### config.mk
export PLATFORM = sky130hd
export DESIGN_NAME = apb_master_flat
export DESIGN_NICKNAME = d
export VERILOG_FILES = /design/src/rtl/apb_pkg.sv /design/src/rtl/apb_master_if.sv /design/src/rtl/apb_master_cmd_fifo.sv /design/src/rtl/apb_master.sv /design/src/flat_wrapper.sv
export SDC_FILE = /design/constraint.sdc
export NUM_CORES = 1
export LEC_CHECK = 0
export CAP_MARGIN = 20
export CORE_ASPECT_RATIO = 0.75
export CORE_UTILIZATION = 45
export DETAILED_ROUTE_END_ITERATION = 10
export MAX_ROUTING_LAYER = met4
export PLACE_DENSITY = 0.71
export SLEW_MARGIN = 0
export SYNTH_ARGS = -nofsm -noshare
export SYNTH_HDL_FRONTEND = slang
export SYNTH_SLANG_ARGS = --single-unit
### constraint.sdc
create_clock -name clk -period 2.89 [get_ports clk]
set_input_delay 0.7225 -clock clk [delete_from_list [all_inputs] [get_ports clk]]
set_output_delay 0.7225 -clock clk [all_outputs]
set_load 0.005 [all_outputs]
### src/rtl/apb_pkg.sv
// Shared types and default sizing for the APB command master.
package apb_pkg;
  localparam int ADDR_W_DEF  = 7;
  localparam int DATA_W_DEF  = 32;
  localparam int DEPTH_DEF   = 4;
  localparam int TIMEOUT_DEF = 15;

  typedef enum logic [1:0] {
    IDLE   = 2'd0,
    SETUP  = 2'd1,
    ACCESS = 2'd2
  } apb_state_e;
endpackage

### src/rtl/apb_master_if.sv
// Command push, APB request/completion and response signals of apb_master.
interface apb_master_if import apb_pkg::*; #(
  parameter int ADDR_W = ADDR_W_DEF,
  parameter int DATA_W = DATA_W_DEF
) ();
  logic              cmd_valid;
  logic              cmd_ready;
  logic              cmd_write;
  logic [ADDR_W-1:0] cmd_addr;
  logic [DATA_W-1:0] cmd_wdata;

  logic              psel;
  logic              enbl;
  logic              pwrite;
  logic [ADDR_W-1:0] paddr;
  logic [DATA_W-1:0] pwdata;
  logic              is_apb;

  logic              pready;
  logic              slerr;
  logic [DATA_W-1:0] prdata;

  logic              rsp_valid;
  logic [DATA_W-1:0] rsp_rdata;
  logic              rsp_err;
  logic              rsp_timeout;

  modport master (
    input  cmd_valid, cmd_write, cmd_addr, cmd_wdata, pready, slerr, prdata,
    output cmd_ready, psel, enbl, pwrite, paddr, pwdata, is_apb,
           rsp_valid, rsp_rdata, rsp_err, rsp_timeout
  );

  modport slave (
    output cmd_valid, cmd_write, cmd_addr, cmd_wdata, pready, slerr, prdata,
    input  cmd_ready, psel, enbl, pwrite, paddr, pwdata, is_apb,
           rsp_valid, rsp_rdata, rsp_err, rsp_timeout
  );
endinterface

### src/rtl/apb_master_cmd_fifo.sv
// Command FIFO: registered occupancy, head visible combinationally, DEPTH a power of 2 (>= 2).
module cmd_fifo #(
  parameter int WIDTH = 40,
  parameter int DEPTH = 4
) (
  input  logic             clk,
  input  logic             res,
  input  logic             push_i,
  input  logic             pop_i,
  input  logic [WIDTH-1:0] data_i,
  output logic [WIDTH-1:0] data_o,
  output logic             full_o,
  output logic             empty_o
);
  localparam int AW = (DEPTH > 1) ? $clog2(DEPTH) : 1;

  logic [WIDTH-1:0] mem_q [DEPTH];
  logic [AW-1:0]    wr_ptr_q, wr_ptr_d;
  logic [AW-1:0]    rd_ptr_q, rd_ptr_d;
  logic [AW:0]      count_q, count_d;
  logic             do_push, do_pop;

  assign full_o  = (count_q == (AW+1)'(DEPTH));
  assign empty_o = (count_q == '0);
  assign do_push = push_i && !full_o;
  assign do_pop  = pop_i && !empty_o;
  assign data_o  = mem_q[rd_ptr_q];

  always_comb begin
    wr_ptr_d = wr_ptr_q;
    rd_ptr_d = rd_ptr_q;
    count_d  = count_q;
    if (do_push) wr_ptr_d = wr_ptr_q + AW'(1);
    if (do_pop)  rd_ptr_d = rd_ptr_q + AW'(1);
    unique case ({do_push, do_pop})
      2'b10:   count_d = count_q + (AW+1)'(1);
      2'b01:   count_d = count_q - (AW+1)'(1);
      default: count_d = count_q;
    endcase
  end

  always_ff @(posedge clk or negedge res) begin
    if (!res) begin
      wr_ptr_q <= '0;
      rd_ptr_q <= '0;
      count_q  <= '0;
    end else begin
      wr_ptr_q <= wr_ptr_d;
      rd_ptr_q <= rd_ptr_d;
      count_q  <= count_d;
    end
  end

  // Storage carries no reset; occupancy alone decides what is valid.
  always_ff @(posedge clk) begin
    if (do_push) mem_q[wr_ptr_q] <= data_i;
  end
endmodule

### src/rtl/apb_master.sv
// APB master: queues {write, addr, wdata} commands and runs them as APB transfers
// with a per-transfer wait-state timeout and a one-cycle response pulse.
module apb_master import apb_pkg::*; #(
  parameter int ADDR_W  = ADDR_W_DEF,
  parameter int DATA_W  = DATA_W_DEF,
  parameter int DEPTH   = DEPTH_DEF,
  parameter int TIMEOUT = TIMEOUT_DEF
) (
  input  logic         clk,
  input  logic         res,
  apb_master_if.master bus
);
  localparam int FW    = 1 + ADDR_W + DATA_W;
  localparam int CNT_W = $clog2(TIMEOUT + 1);

  apb_state_e        state_q;
  logic [CNT_W-1:0]  wait_q;
  logic              psel_q, enbl_q, pwrite_q;
  logic [ADDR_W-1:0] paddr_q;
  logic [DATA_W-1:0] pwdata_q;
  logic              rsp_valid_q, rsp_err_q, rsp_timeout_q;
  logic [DATA_W-1:0] rsp_rdata_q;

  logic [FW-1:0]     head;
  logic              full, empty, push, pop;

  assign push          = bus.cmd_valid && !full;
  assign bus.cmd_ready = !full;

  always_comb begin
    pop = 1'b0;
    unique case (state_q)
      IDLE:    pop = !empty;
      ACCESS:  pop = bus.pready && !empty;
      default: pop = 1'b0;
    endcase
  end

  cmd_fifo #(
    .WIDTH (FW),
    .DEPTH (DEPTH)
  ) u_cmd_fifo (
    .clk     (clk),
    .res     (res),
    .push_i  (push),
    .pop_i   (pop),
    .data_i  ({bus.cmd_write, bus.cmd_addr, bus.cmd_wdata}),
    .data_o  (head),
    .full_o  (full),
    .empty_o (empty)
  );

  always_ff @(posedge clk or negedge res) begin
    if (!res) begin
      state_q       <= IDLE;
      wait_q        <= '0;
      psel_q        <= 1'b0;
      enbl_q        <= 1'b0;
      pwrite_q      <= 1'b0;
      paddr_q       <= '0;
      pwdata_q      <= '0;
      rsp_valid_q   <= 1'b0;
      rsp_err_q     <= 1'b0;
      rsp_timeout_q <= 1'b0;
      rsp_rdata_q   <= '0;
    end else begin
      rsp_valid_q <= 1'b0;
      unique case (state_q)
        IDLE: begin
          if (!empty) begin
            {pwrite_q, paddr_q, pwdata_q} <= head;
            psel_q  <= 1'b1;
            enbl_q  <= 1'b0;
            wait_q  <= '0;
            state_q <= SETUP;
          end
        end
        SETUP: begin
          enbl_q  <= 1'b1;
          state_q <= ACCESS;
        end
        ACCESS: begin
          // pready wins over the timeout when both land in the same cycle.
          if (bus.pready) begin
            rsp_valid_q   <= 1'b1;
            rsp_err_q     <= bus.slerr;
            rsp_timeout_q <= 1'b0;
            if (!pwrite_q) rsp_rdata_q <= bus.prdata;
            if (!empty) begin
              {pwrite_q, paddr_q, pwdata_q} <= head;
              enbl_q  <= 1'b0;
              wait_q  <= '0;
              state_q <= SETUP;
            end else begin
              psel_q  <= 1'b0;
              enbl_q  <= 1'b0;
              state_q <= IDLE;
            end
          end else if (wait_q == CNT_W'(TIMEOUT - 1)) begin
            psel_q        <= 1'b0;
            enbl_q        <= 1'b0;
            rsp_valid_q   <= 1'b1;
            rsp_err_q     <= 1'b1;
            rsp_timeout_q <= 1'b1;
            state_q       <= IDLE;
          end else begin
            wait_q <= wait_q + CNT_W'(1);
          end
        end
        default: state_q <= IDLE;
      endcase
    end
  end

  assign bus.psel        = psel_q;
  assign bus.enbl        = enbl_q;
  assign bus.pwrite      = pwrite_q;
  assign bus.paddr       = paddr_q;
  assign bus.pwdata      = pwdata_q;
  assign bus.is_apb      = (state_q != IDLE);
  assign bus.rsp_valid   = rsp_valid_q;
  assign bus.rsp_rdata   = rsp_rdata_q;
  assign bus.rsp_err     = rsp_err_q;
  assign bus.rsp_timeout = rsp_timeout_q;
endmodule

### src/flat_wrapper.sv
// flat-port wrapper written by rule: the top's interface ports become plain ports
module apb_master_flat import apb_pkg::*;
#(
  parameter int ADDR_W  = ADDR_W_DEF,
  parameter int DATA_W  = DATA_W_DEF,
  parameter int DEPTH   = DEPTH_DEF,
  parameter int TIMEOUT = TIMEOUT_DEF
)
  (clk, res, bus_cmd_valid, bus_cmd_write, bus_cmd_addr, bus_cmd_wdata, bus_pready, bus_slerr, bus_prdata, bus_cmd_ready, bus_psel, bus_enbl, bus_pwrite, bus_paddr, bus_pwdata, bus_is_apb, bus_rsp_valid, bus_rsp_rdata, bus_rsp_err, bus_rsp_timeout);
  apb_master_if #(.ADDR_W(ADDR_W), .DATA_W(DATA_W)) bus_i ();
  input  logic clk;
  input  logic res;
  input wire logic [$bits(bus_i.cmd_valid)-1:0] bus_cmd_valid;
  input wire logic [$bits(bus_i.cmd_write)-1:0] bus_cmd_write;
  input wire logic [$bits(bus_i.cmd_addr)-1:0] bus_cmd_addr;
  input wire logic [$bits(bus_i.cmd_wdata)-1:0] bus_cmd_wdata;
  input wire logic [$bits(bus_i.pready)-1:0] bus_pready;
  input wire logic [$bits(bus_i.slerr)-1:0] bus_slerr;
  input wire logic [$bits(bus_i.prdata)-1:0] bus_prdata;
  output wire logic [$bits(bus_i.cmd_ready)-1:0] bus_cmd_ready;
  output wire logic [$bits(bus_i.psel)-1:0] bus_psel;
  output wire logic [$bits(bus_i.enbl)-1:0] bus_enbl;
  output wire logic [$bits(bus_i.pwrite)-1:0] bus_pwrite;
  output wire logic [$bits(bus_i.paddr)-1:0] bus_paddr;
  output wire logic [$bits(bus_i.pwdata)-1:0] bus_pwdata;
  output wire logic [$bits(bus_i.is_apb)-1:0] bus_is_apb;
  output wire logic [$bits(bus_i.rsp_valid)-1:0] bus_rsp_valid;
  output wire logic [$bits(bus_i.rsp_rdata)-1:0] bus_rsp_rdata;
  output wire logic [$bits(bus_i.rsp_err)-1:0] bus_rsp_err;
  output wire logic [$bits(bus_i.rsp_timeout)-1:0] bus_rsp_timeout;
  assign bus_i.cmd_valid = bus_cmd_valid;
  assign bus_i.cmd_write = bus_cmd_write;
  assign bus_i.cmd_addr = bus_cmd_addr;
  assign bus_i.cmd_wdata = bus_cmd_wdata;
  assign bus_i.pready = bus_pready;
  assign bus_i.slerr = bus_slerr;
  assign bus_i.prdata = bus_prdata;
  assign bus_cmd_ready = bus_i.cmd_ready;
  assign bus_psel = bus_i.psel;
  assign bus_enbl = bus_i.enbl;
  assign bus_pwrite = bus_i.pwrite;
  assign bus_paddr = bus_i.paddr;
  assign bus_pwdata = bus_i.pwdata;
  assign bus_is_apb = bus_i.is_apb;
  assign bus_rsp_valid = bus_i.rsp_valid;
  assign bus_rsp_rdata = bus_i.rsp_rdata;
  assign bus_rsp_err = bus_i.rsp_err;
  assign bus_rsp_timeout = bus_i.rsp_timeout;
  apb_master #(.ADDR_W(ADDR_W), .DATA_W(DATA_W), .DEPTH(DEPTH), .TIMEOUT(TIMEOUT)) u_core (.clk(clk), .res(res), .bus(bus_i));
endmodule
Yosys cells after proc, flatten, opt, wreduce, memory -nomap -nowiden --
Memories as Yosys holds them, arrays and structs flattened. Index checks and enable logic that the tools add are counted.
Storage, ports and cells: flip-flop bits (word level) 90, bits in latches 0, RAM bits 160, bits in read-only memories 0, memories 1
Memory list:
- u_core.u_cmd_fifo.mem_q | depth 4, bits a word 40, read ports 1, clocked after memory_dff 0, wr ports 1, RTL line apb_master_cmd_fifo.sv:17 | logic [WIDTH-1:0] mem_q [DEPTH];
Operators by class: $add $sub $neg 5, $mul 0, divide/modulo/power cells 0, $lt $le $gt $ge 0, equality and inequality tests 11, shift-type cells 0, muxes and demuxes 36, bitwise gates (word level) 1, reduce and logical (&&, ||, !) cells 20
Operator list (number):
- two-way mux 32 bit | 2
- case mux 32 bit (2 select lines) | 1
- two-way mux 1 bit | 17
- two-way mux 7 bit | 2
- case mux 7 bit (2 select lines) | 1
- two-way mux 4 bit | 3
- case mux 4 bit (2 select lines) | 1
- AND reduction 2 bit | 4
- nonzero test 2 bit | 4
- two-way mux 2 bit | 3
- != test 3 x 2 -> 1 bit (second input constant) | 2
- case mux 1 bit (2 select lines) | 3
- case mux 2 bit (3 select lines) | 1
- case mux 3 bit (2 select lines) | 1
- AND reduction 3 bit | 2
- adder 2 x 1 -> 2 bit (second input constant) | 2
- adder 4 x 1 -> 4 bit (second input constant) | 1
- equality test 2 x 1 -> 1 bit (second input constant) | 2
- equality test 2 bit (second input constant) | 2
- equality test 4 bit (second input constant) | 1
- logical AND 1 bit | 4
- != test 2 bit (second input constant) | 2
- AND reduction 4 bit | 1
- adder 3 x 1 -> 3 bit (second input constant) | 1
- other kinds (9) | 10

Depth between registers and ports, before layout --
Gate-level depths: netlist of the first run.
depth after elaboration 7, mapped depth 10, gate-level depth less buffers 9

Hierarchy --
A second synthesis of the first run with hierarchy kept.
Second synthesis, totals: cell total of the unflattened synthesis 457, area, all modules 9552.9 um^2
By module, submodules not included:
- cmd_fifo | instances 1, cells an instance 248, area each 6256.0 um^2
- apb_master | instances 1, cells an instance 209, area each 3296.9 um^2

Least setup slack after synthesis of the first run --
OpenSTA, ideal clock, no wires.
path type input to register, start point in bus_pready, end point reg u_core.u_cmd_fifo.count_q[2], setup time 79 ps, arrival time 2248 ps, data required time 2811 ps, setup slack 563 ps, stages on the path 10, path buffers 2, path through or2b_4 -> and3_4 -> buf_12 -> buf_12 -> ha_1 -> inv_1 -> fa_1 -> xor2_1 -> nor2_1 -> xor2_1
Between the ends: longest elaborated chain between the ends 5, elaborated cells on any way between the ends 7
RTL lines:
- from (decl) | RTL line flat_wrapper.sv:17 | input wire logic [$bits(bus_i.pready)-1:0] bus_pready;
- logical AND 1 bit (*) | RTL line apb_master.sv:34 | ACCESS: pop = bus.pready && !empty;
- case mux 1 bit (2 select lines) (*) | RTL line apb_master.sv:32 | unique case (state_q)
- logical AND 1 bit (*) | RTL line apb_master_cmd_fifo.sv:26 | assign do_pop = pop_i && !empty_o;
- named net u_core.u_cmd_fifo.do_pop | RTL line apb_master_cmd_fifo.sv:21 | logic do_push, do_pop;
- equality test 2 x 1 -> 1 bit / equality test 2 bit (equally long branches) | RTL line apb_master_cmd_fifo.sv:35 | unique case ({do_push, do_pop})
- case mux 3 bit (2 select lines) / nonzero test 2 bit (equally long branches)
- to (signal assigned) | RTL line apb_master_cmd_fifo.sv:50 | count_q <= count_d;
- to (decl) | RTL line apb_master_cmd_fifo.sv:20 | logic [AW:0] count_q, count_d;
Mark *: on every way through the listed nets, which the timed path passes. The rest lies on a longest branch. A chain may end at the register's enable or synchronous reset.

Worst setup path after layout of the first run --
start point reg u_core.u_cmd_fifo.count_q[0], end point out bus_cmd_ready
Between the ends: longest elaborated chain between the ends 2
RTL lines:
- equality test 3 bit | RTL line apb_master_cmd_fifo.sv:23 | assign full_o = (count_q == (AW+1)'(DEPTH));
- logical NOT 1 bit | RTL line apb_master.sv:28 | assign bus.cmd_ready = !full;
- to (decl) | RTL line flat_wrapper.sv:20 | output wire logic [$bits(bus_i.cmd_ready)-1:0] bus_cmd_ready;
No other way between the ends.

==> results of run 1 <==
cells by family after synthesis:
kind of cell             after synthesis  share of synthesized area (%)
AND/OR/NAND/NOR                       27                          1.916
buffers and inverters                 29                          2.176
multiplexers                         115                          19.56
adder cells (fa/ha/maj)                8                          1.121
XOR/XNOR                               6                         0.5475
AO/OA/AOI/OAI                         19                          1.173
flip-flops                           250                          73.50
through the flow:
stage	hold WS (ps)	area (um^2)	utilization, %
after detailed placement	494.2	11490	55.91
after global placement	471.3	11490	55.91
final	267.5	12390	60.30
after floorplan	426.9	9600	-
after CTS	283.2	12390	60.29
after global routing	320.9	12390	60.30
flip-flops by register name, summed over array words and instances (netlist names):
register and flops:
u_core.bus.rsp_rdata 32, u_core.u_cmd_fifo.count_q 3, u_core.u_cmd_fifo.mem_q 160, u_core.bus.paddr 7, u_core.bus.pwrite 1, u_core.wait_q 4
u_core.u_cmd_fifo.wr_ptr_q 2, u_core.bus.rsp_valid 1, u_core.bus.rsp_timeout 1, u_core.u_cmd_fifo.rd_ptr_q 2, u_core.bus.enbl 1, u_core.state_q 2
u_core.bus.pwdata 32, u_core.bus.rsp_err 1, u_core.bus.psel 1
cell type report:
type	instances	area share (%)
tap	282	2.847
inverter	10	0.3029
multi-input combinational	175	18.88
sequential	250	56.98
clock inverter	10	1.666
timing repair buffer	165	13.71
clock buffer	35	5.593
antenna	1	0.02019
per-layer routing:
metal | vias to the layer above | GRT usage (%) | part of all wire [%]
met3 | 25 | 3.507 | 5.6
met5 | - | - | 0
met1 | 2458 | 23.51 | 44
met2 | 131 | 28.38 | 49
met4 | 0 | 4.134 | 1.6
li1 | 2128 | - | -
cells in the final DEF, fill, tap and decap left out, types with 3 or more instances in the layout:
cell type,Yosys,routed
edfxtp_1,160,160
clkdlybuf4s50_1,0,154
dfrtp_1,90,88
mux4_2,40,40
mux2_4,36,36
mux2_2,36,36
clkbuf_16,0,25
inv_1,10,10
a21oi_1,8,8
ha_1,7,7
clkbuf_1,3,7
bufinv_16,0,6
buf_12,5,6
and3_2,1,5
buf_4,3,5
xnor2_1,3,3
xor2_1,3,3
o21ai_0,3,3
clkbuf_8,0,3
worst max path at each step:
stage / cells after the start / endpoint / slack [ps]
2_1_floorplan: 10 / u_core.u_cmd_fifo.count_q[2]$_DFFE_PN0P_ / 560
3_3_place_gp: 9 / u_core.u_cmd_fifo.count_q[2]$_DFFE_PN0P_ / 230
3_5_place_dp: 9 / u_core.u_cmd_fifo.count_q[2]$_DFFE_PN0P_ / 160
4_1_cts: 2 / bus_cmd_ready / 260
5_1_grt: 2 / bus_cmd_ready / 210
6_report: 2 / bus_cmd_ready / 280
report_power, final:
part	switching, mW	internal (mW)	leakage, nW
clock network	1.29	2.21	0.435
registers	0.743	4.96	2.54
logic	1.53	2.86	1.62
worst max-delay path: stages (launching register included):
cell and delay [ps]:
dfrtp_1 430, or3b_1 470, clkdlybuf4s50_1 490
==> flow_metrics.env, run 1 <==
export IMPL_power_density_nw_per_um2=1098
export IMPL_die_y_um=128.5
export IMPL_vias=4742
export IMPL_drt_iter0_drc=261
export IMPL_worst_slew_pin_slew_ps=878.5
export IMPL_setup_viol=0
export IMPL_fillerInstances=1473
export IMPL_synth_distinct_cells=43
export IMPL_rows=45
export IMPL_end_kind="output port"
export IMPL_ys_warn_count=0
export IMPL_grt_pass1_vias=5153
export IMPL_crit_path_start_kind="flop"
export IMPL_overflow=0
export IMPL_die_area_um2=21930
export IMPL_grt_max_degree=48
export IMPL_detailed_place_hpwl_um=11080
export IMPL_reg2reg_from="u_core.u_cmd_fifo.count_q[0]$_DFFE_PN0P_"
export IMPL_synth_most_common_cell="edfxtp_1"
export IMPL_setup_tns_final_ps=0
export IMPL_io_pins=156
export IMPL_syn_inst=454
export IMPL_antenna_left=0
export IMPL_core_area_um2=20550
export IMPL_place_ws_ps=159.0
export IMPL_synth_top_area_share_pct=50.05
export IMPL_wl_per_cell_um=19.51
export IMPL_rsz0062_at_grt="false"
export IMPL_cts_setup_buffers=0
export IMPL_finalClockSkew_ps=13.65
export IMPL_area_growth_pct=29.09
export IMPL_clockBufferDepth=3
export IMPL_multi_input_area_um2=2340
export IMPL_fmax_ghz=0.3826
export IMPL_vias_per_cell=5.110
export IMPL_grt_antenna_before_repair=1
export IMPL_regArea_um2=7062
export IMPL_root_buffer="clkbuf_16"
export IMPL_status="finished, final reports clean"
export IMPL_critPathKind="reg -> out"
export IMPL_io_buffers=155
export IMPL_finalMaxSlewViolations=0
export IMPL_total_power_mw=13.60
export IMPL_nets=712
export IMPL_initial_utilization_pct=46.72
export IMPL_synth_top_area_cell="edfxtp_1"
export IMPL_syn_area_um2=9600
export IMPL_cp_startpoint="u_core.u_cmd_fifo.count_q[0]$_DFFE_PN0P_"
export IMPL_drcViolationCount=0
export IMPL_timing_final_ws_setup_ps=276.4
export IMPL_yosysSeqAreaShare_pct=73.50
export IMPL_cts_sinks=250
export IMPL_clock_latency_ps=510
export IMPL_grt_first_pass_wirelength_um=28350
export IMPL_drt_wl_total_um=18100
export IMPL_cap_viol_max_count=0
export IMPL_async_flop_share_pct=36.00
export IMPL_cts_clk_slew_worst_paths_ps=60
export IMPL_postCtsHoldBufs=0
export IMPL_synth_edf_count=160
export IMPL_synth_area_leaders="edfxtp_1 (50%), dfrtp_1 (23%), mux4_2 (9.4%)"
export IMPL_numCtsBuffers=25
export IMPL_yosys_top_cells_count="edfxtp_1 (160), dfrtp_1 (90), mux4_2 (40)"
export IMPL_max_slew_margin_rel_pct=41.43
export IMPL_finalCriticalPeriod_ps=2614
export IMPL_crit_fanout=6
export IMPL_place_congestion=0.7720
export IMPL_htreeDepth=1
export IMPL_required_ps=2170
export IMPL_cts_resized_gates=0
export IMPL_ir_worst_vdd_uv=521.7
export IMPL_dr_pass1_iters=4
export IMPL_hold_viol=0
export IMPL_synth_nets=539
export IMPL_layout_worst_path_cycle_share_pct=90.44
export IMPL_ys_ff_latch=250
export IMPL_reg2regPathDepth=9
export IMPL_worstPathArrival_ps=1890
export IMPL_ff2ff_setup_slack_ps=590
export IMPL_track_usage_pct=17.72
export IMPL_cts_tree="built"
export IMPL_synth_flop_cell="edfxtp_1"
export IMPL_layout_drive_gt1_share_pct=26.67
export IMPL_die_x_um=170.7
export IMPL_layout_cells_non_filler=928
export IMPL_synth_area_per_cell_um2=21.15
export IMPL_hold_class="in -> async"
export IMPL_leakagePower_nw=4.595
export IMPL_place_inst=882
export IMPL_reg2reg_to="u_core.u_cmd_fifo.count_q[2]$_DFFE_PN0P_"
(Power assumes the default switching activity.)
==> run 2, diff against run 1 <==
--- a/config.mk
+++ b/config.mk
@@ -8,6 +8,7 @@
 export CAP_MARGIN = 20
 export CORE_ASPECT_RATIO = 0.75
 export CORE_UTILIZATION = 45
+export CTS_CLUSTER_DIAMETER = 30
 export DETAILED_ROUTE_END_ITERATION = 10
 export MAX_ROUTING_LAYER = met4
 export PLACE_DENSITY = 0.71
==> flow_metrics.env, run 2 (synthesis gave the netlist of run 1 again) <==
export IMPL_cp_slowest_cell="clkdlybuf4s50_1"
export IMPL_cts_setup_buffers=0
export IMPL_grt_pass1_vias=5294
export IMPL_core_area_um2=20550
export IMPL_status="finished, final reports clean"
export IMPL_leakagePower_nw=4.795
export IMPL_detailed_place_hpwl_um=11080
export IMPL_cts_sinks=250
export IMPL_fillerInstances=1419
export IMPL_vias=4811
export IMPL_cts_tree="built"
export IMPL_regMostFlops="u_core.u_cmd_fifo.mem_q"
export IMPL_max_slew_margin_rel_pct=41.44
export IMPL_grt_max_degree=48
export IMPL_layout_worst_path_cycle_share_pct=90.52
export IMPL_htreeDepth=2
export IMPL_layout_drive_gt1_share_pct=30.36
export IMPL_overflow=0
export IMPL_cts_clk_slew_worst_paths_ps=50
export IMPL_grt_first_pass_wirelength_um=29000
export IMPL_crit_path_start_kind="flop"
export IMPL_nets=726
export IMPL_required_ps=2170
export IMPL_root_buffer="clkbuf_16"
export IMPL_finalClockSkew_ps=13.45
export IMPL_numCtsBuffers=39
export IMPL_finalMaxSlewViolations=0
export IMPL_rows=45
export IMPL_worstPathArrival_ps=1890
export IMPL_worst_slew_pin_slew_ps=878.4
export IMPL_drt_iter0_drc=262
export IMPL_ir_worst_vdd_uv=528.1
export IMPL_fmax_ghz=0.3823
export IMPL_total_power_mw=14.81
export IMPL_die_area_um2=21930
export IMPL_area_growth_pct=33.57
export IMPL_clock_latency_ps=520
export IMPL_mostFrequentLayoutCell="edfxtp_1"
export IMPL_die_y_um=128.5
export IMPL_finalCriticalPeriod_ps=2616
export IMPL_cts_resized_gates=0
export IMPL_rsz0062_at_grt="false"
export IMPL_wl_per_cell_um=19.55
export IMPL_dr_pass1_iters=4
export IMPL_cap_viol_max_count=0
export IMPL_initial_utilization_pct=46.72
export IMPL_die_x_um=170.7
export IMPL_crit_fanout=6
export IMPL_track_usage_pct=18.34
export IMPL_slowest_delay_ps=490
export IMPL_power_density_nw_per_um2=1155
export IMPL_cp_cell_sequence="or3b_1 -> clkdlybuf4s50_1"
export IMPL_hold_class="in -> async"
export IMPL_drt_wl_total_um=18670
export IMPL_final_cell_mix="edfxtp_1 (160), clkdlybuf4s50_1 (154), dfrtp_1 (88)"
export IMPL_io_buffers=155
export IMPL_postCtsHoldBufs=0
export IMPL_setup_viol=0
export IMPL_setup_tns_final_ps=0
export IMPL_clockBufferDepth=3
export IMPL_drcViolationCount=0
export IMPL_vias_per_cell=5.038
export IMPL_largest_reg_flops=160
export IMPL_grt_antenna_before_repair=1
export IMPL_place_congestion=0.7720
export IMPL_end_kind="output port"
export IMPL_critPathKind="reg -> out"
export IMPL_io_pins=156
export IMPL_antenna_left=0
export IMPL_hold_viol=0
run 2: path summary, 6_finish.rpt:
| check | from | end | slack, ps | cells after the start |
|---|---|---|---|---|
| setup reg to reg | u_core.u_cmd_fifo.count_q[2]$_DFFE_PN0P_ | u_core.u_cmd_fifo.count_q[2]$_DFFE_PN0P_ | 590 | 9 |
| hold reg to reg | u_core.bus.rsp_rdata[16]$_DFFE_PN0P_ | u_core.bus.rsp_rdata[16]$_DFFE_PN0P_ | 500 | 1 |
| setup / recovery | u_core.u_cmd_fifo.count_q[2]$_DFFE_PN0P_ | bus_cmd_ready | 270 | 2 |
| min in group clk | u_core.bus.rsp_rdata[16]$_DFFE_PN0P_ | u_core.bus.rsp_rdata[16]$_DFFE_PN0P_ | 500 | 1 |
| hold / removal | res | u_core.bus.pwdata[14]$_DFFE_PN0P_ | 270 | 1 |
| max in group asynchronous | res | u_core.bus.rsp_rdata[12]$_DFFE_PN0P_ | 1940 | 2 |
run 2: stage by stage:
stage	cell area (um^2)	hold WS (ps)	std cells	setup WS, ps	utilization, %
floorplan	9600	426.9	454	562.8	-
global placement	11490	471.3	882	228.0	55.91
detailed placement	11490	494.2	882	159.0	55.91
CTS	12820	299.7	954	267.5	62.39
global route	12820	315.0	955	212.6	62.40
finish	12820	272.5	955	274.0	62.40
run 2: worst max-delay path: cells and delay by family (launching register included):
family | cells | cell delay [ps]
buffers and inverters | 1 | 490
flip-flops | 1 | 420
AND/OR/NAND/NOR | 1 | 470
run 2: layer usage:
layer / routed length (um) / track usage (%) / vias up
li1: - / - / 2175
met1: 8460 / 24.10 / 2471
met2: 8925 / 28.62 / 137
met3: 986 / 4.030 / 28
met4: 299 / 5.829 / 0
met5: 0 / - / -
run 2: cell type report:
class                      count  area, um^2  share of cell area [%]
tap                          282       352.8                   2.751
timing repair buffer         165        1699                   13.25
inverter                      10       37.54                  0.2927
multi-input combinational    175        2340                   18.25
clock inverter                31       346.6                   2.703
clock buffer                  41       983.4                   7.669
antenna                        1       2.502                 0.01951
sequential                   250        7062                   55.07
run 2: report_power, final:
part / internal, mW / total, mW / switching, mW
sequential: 4.97 / 5.72 / 0.749
clock: 2.97 / 4.69 / 1.72
combinational: 2.86 / 4.40 / 1.54
==> run 3, diff against run 2 <==
--- a/config.mk
+++ b/config.mk
@@ -5,6 +5,7 @@
 export SDC_FILE = /design/constraint.sdc
 export NUM_CORES = 1
 export LEC_CHECK = 0
+export ABC_CLOCK_PERIOD_IN_PS = 2890
 export CAP_MARGIN = 20
 export CORE_ASPECT_RATIO = 0.75
 export CORE_UTILIZATION = 45
==> results of run 3 <==
Same layout as run 2: the final DEF is identical, and so are final timing and power.
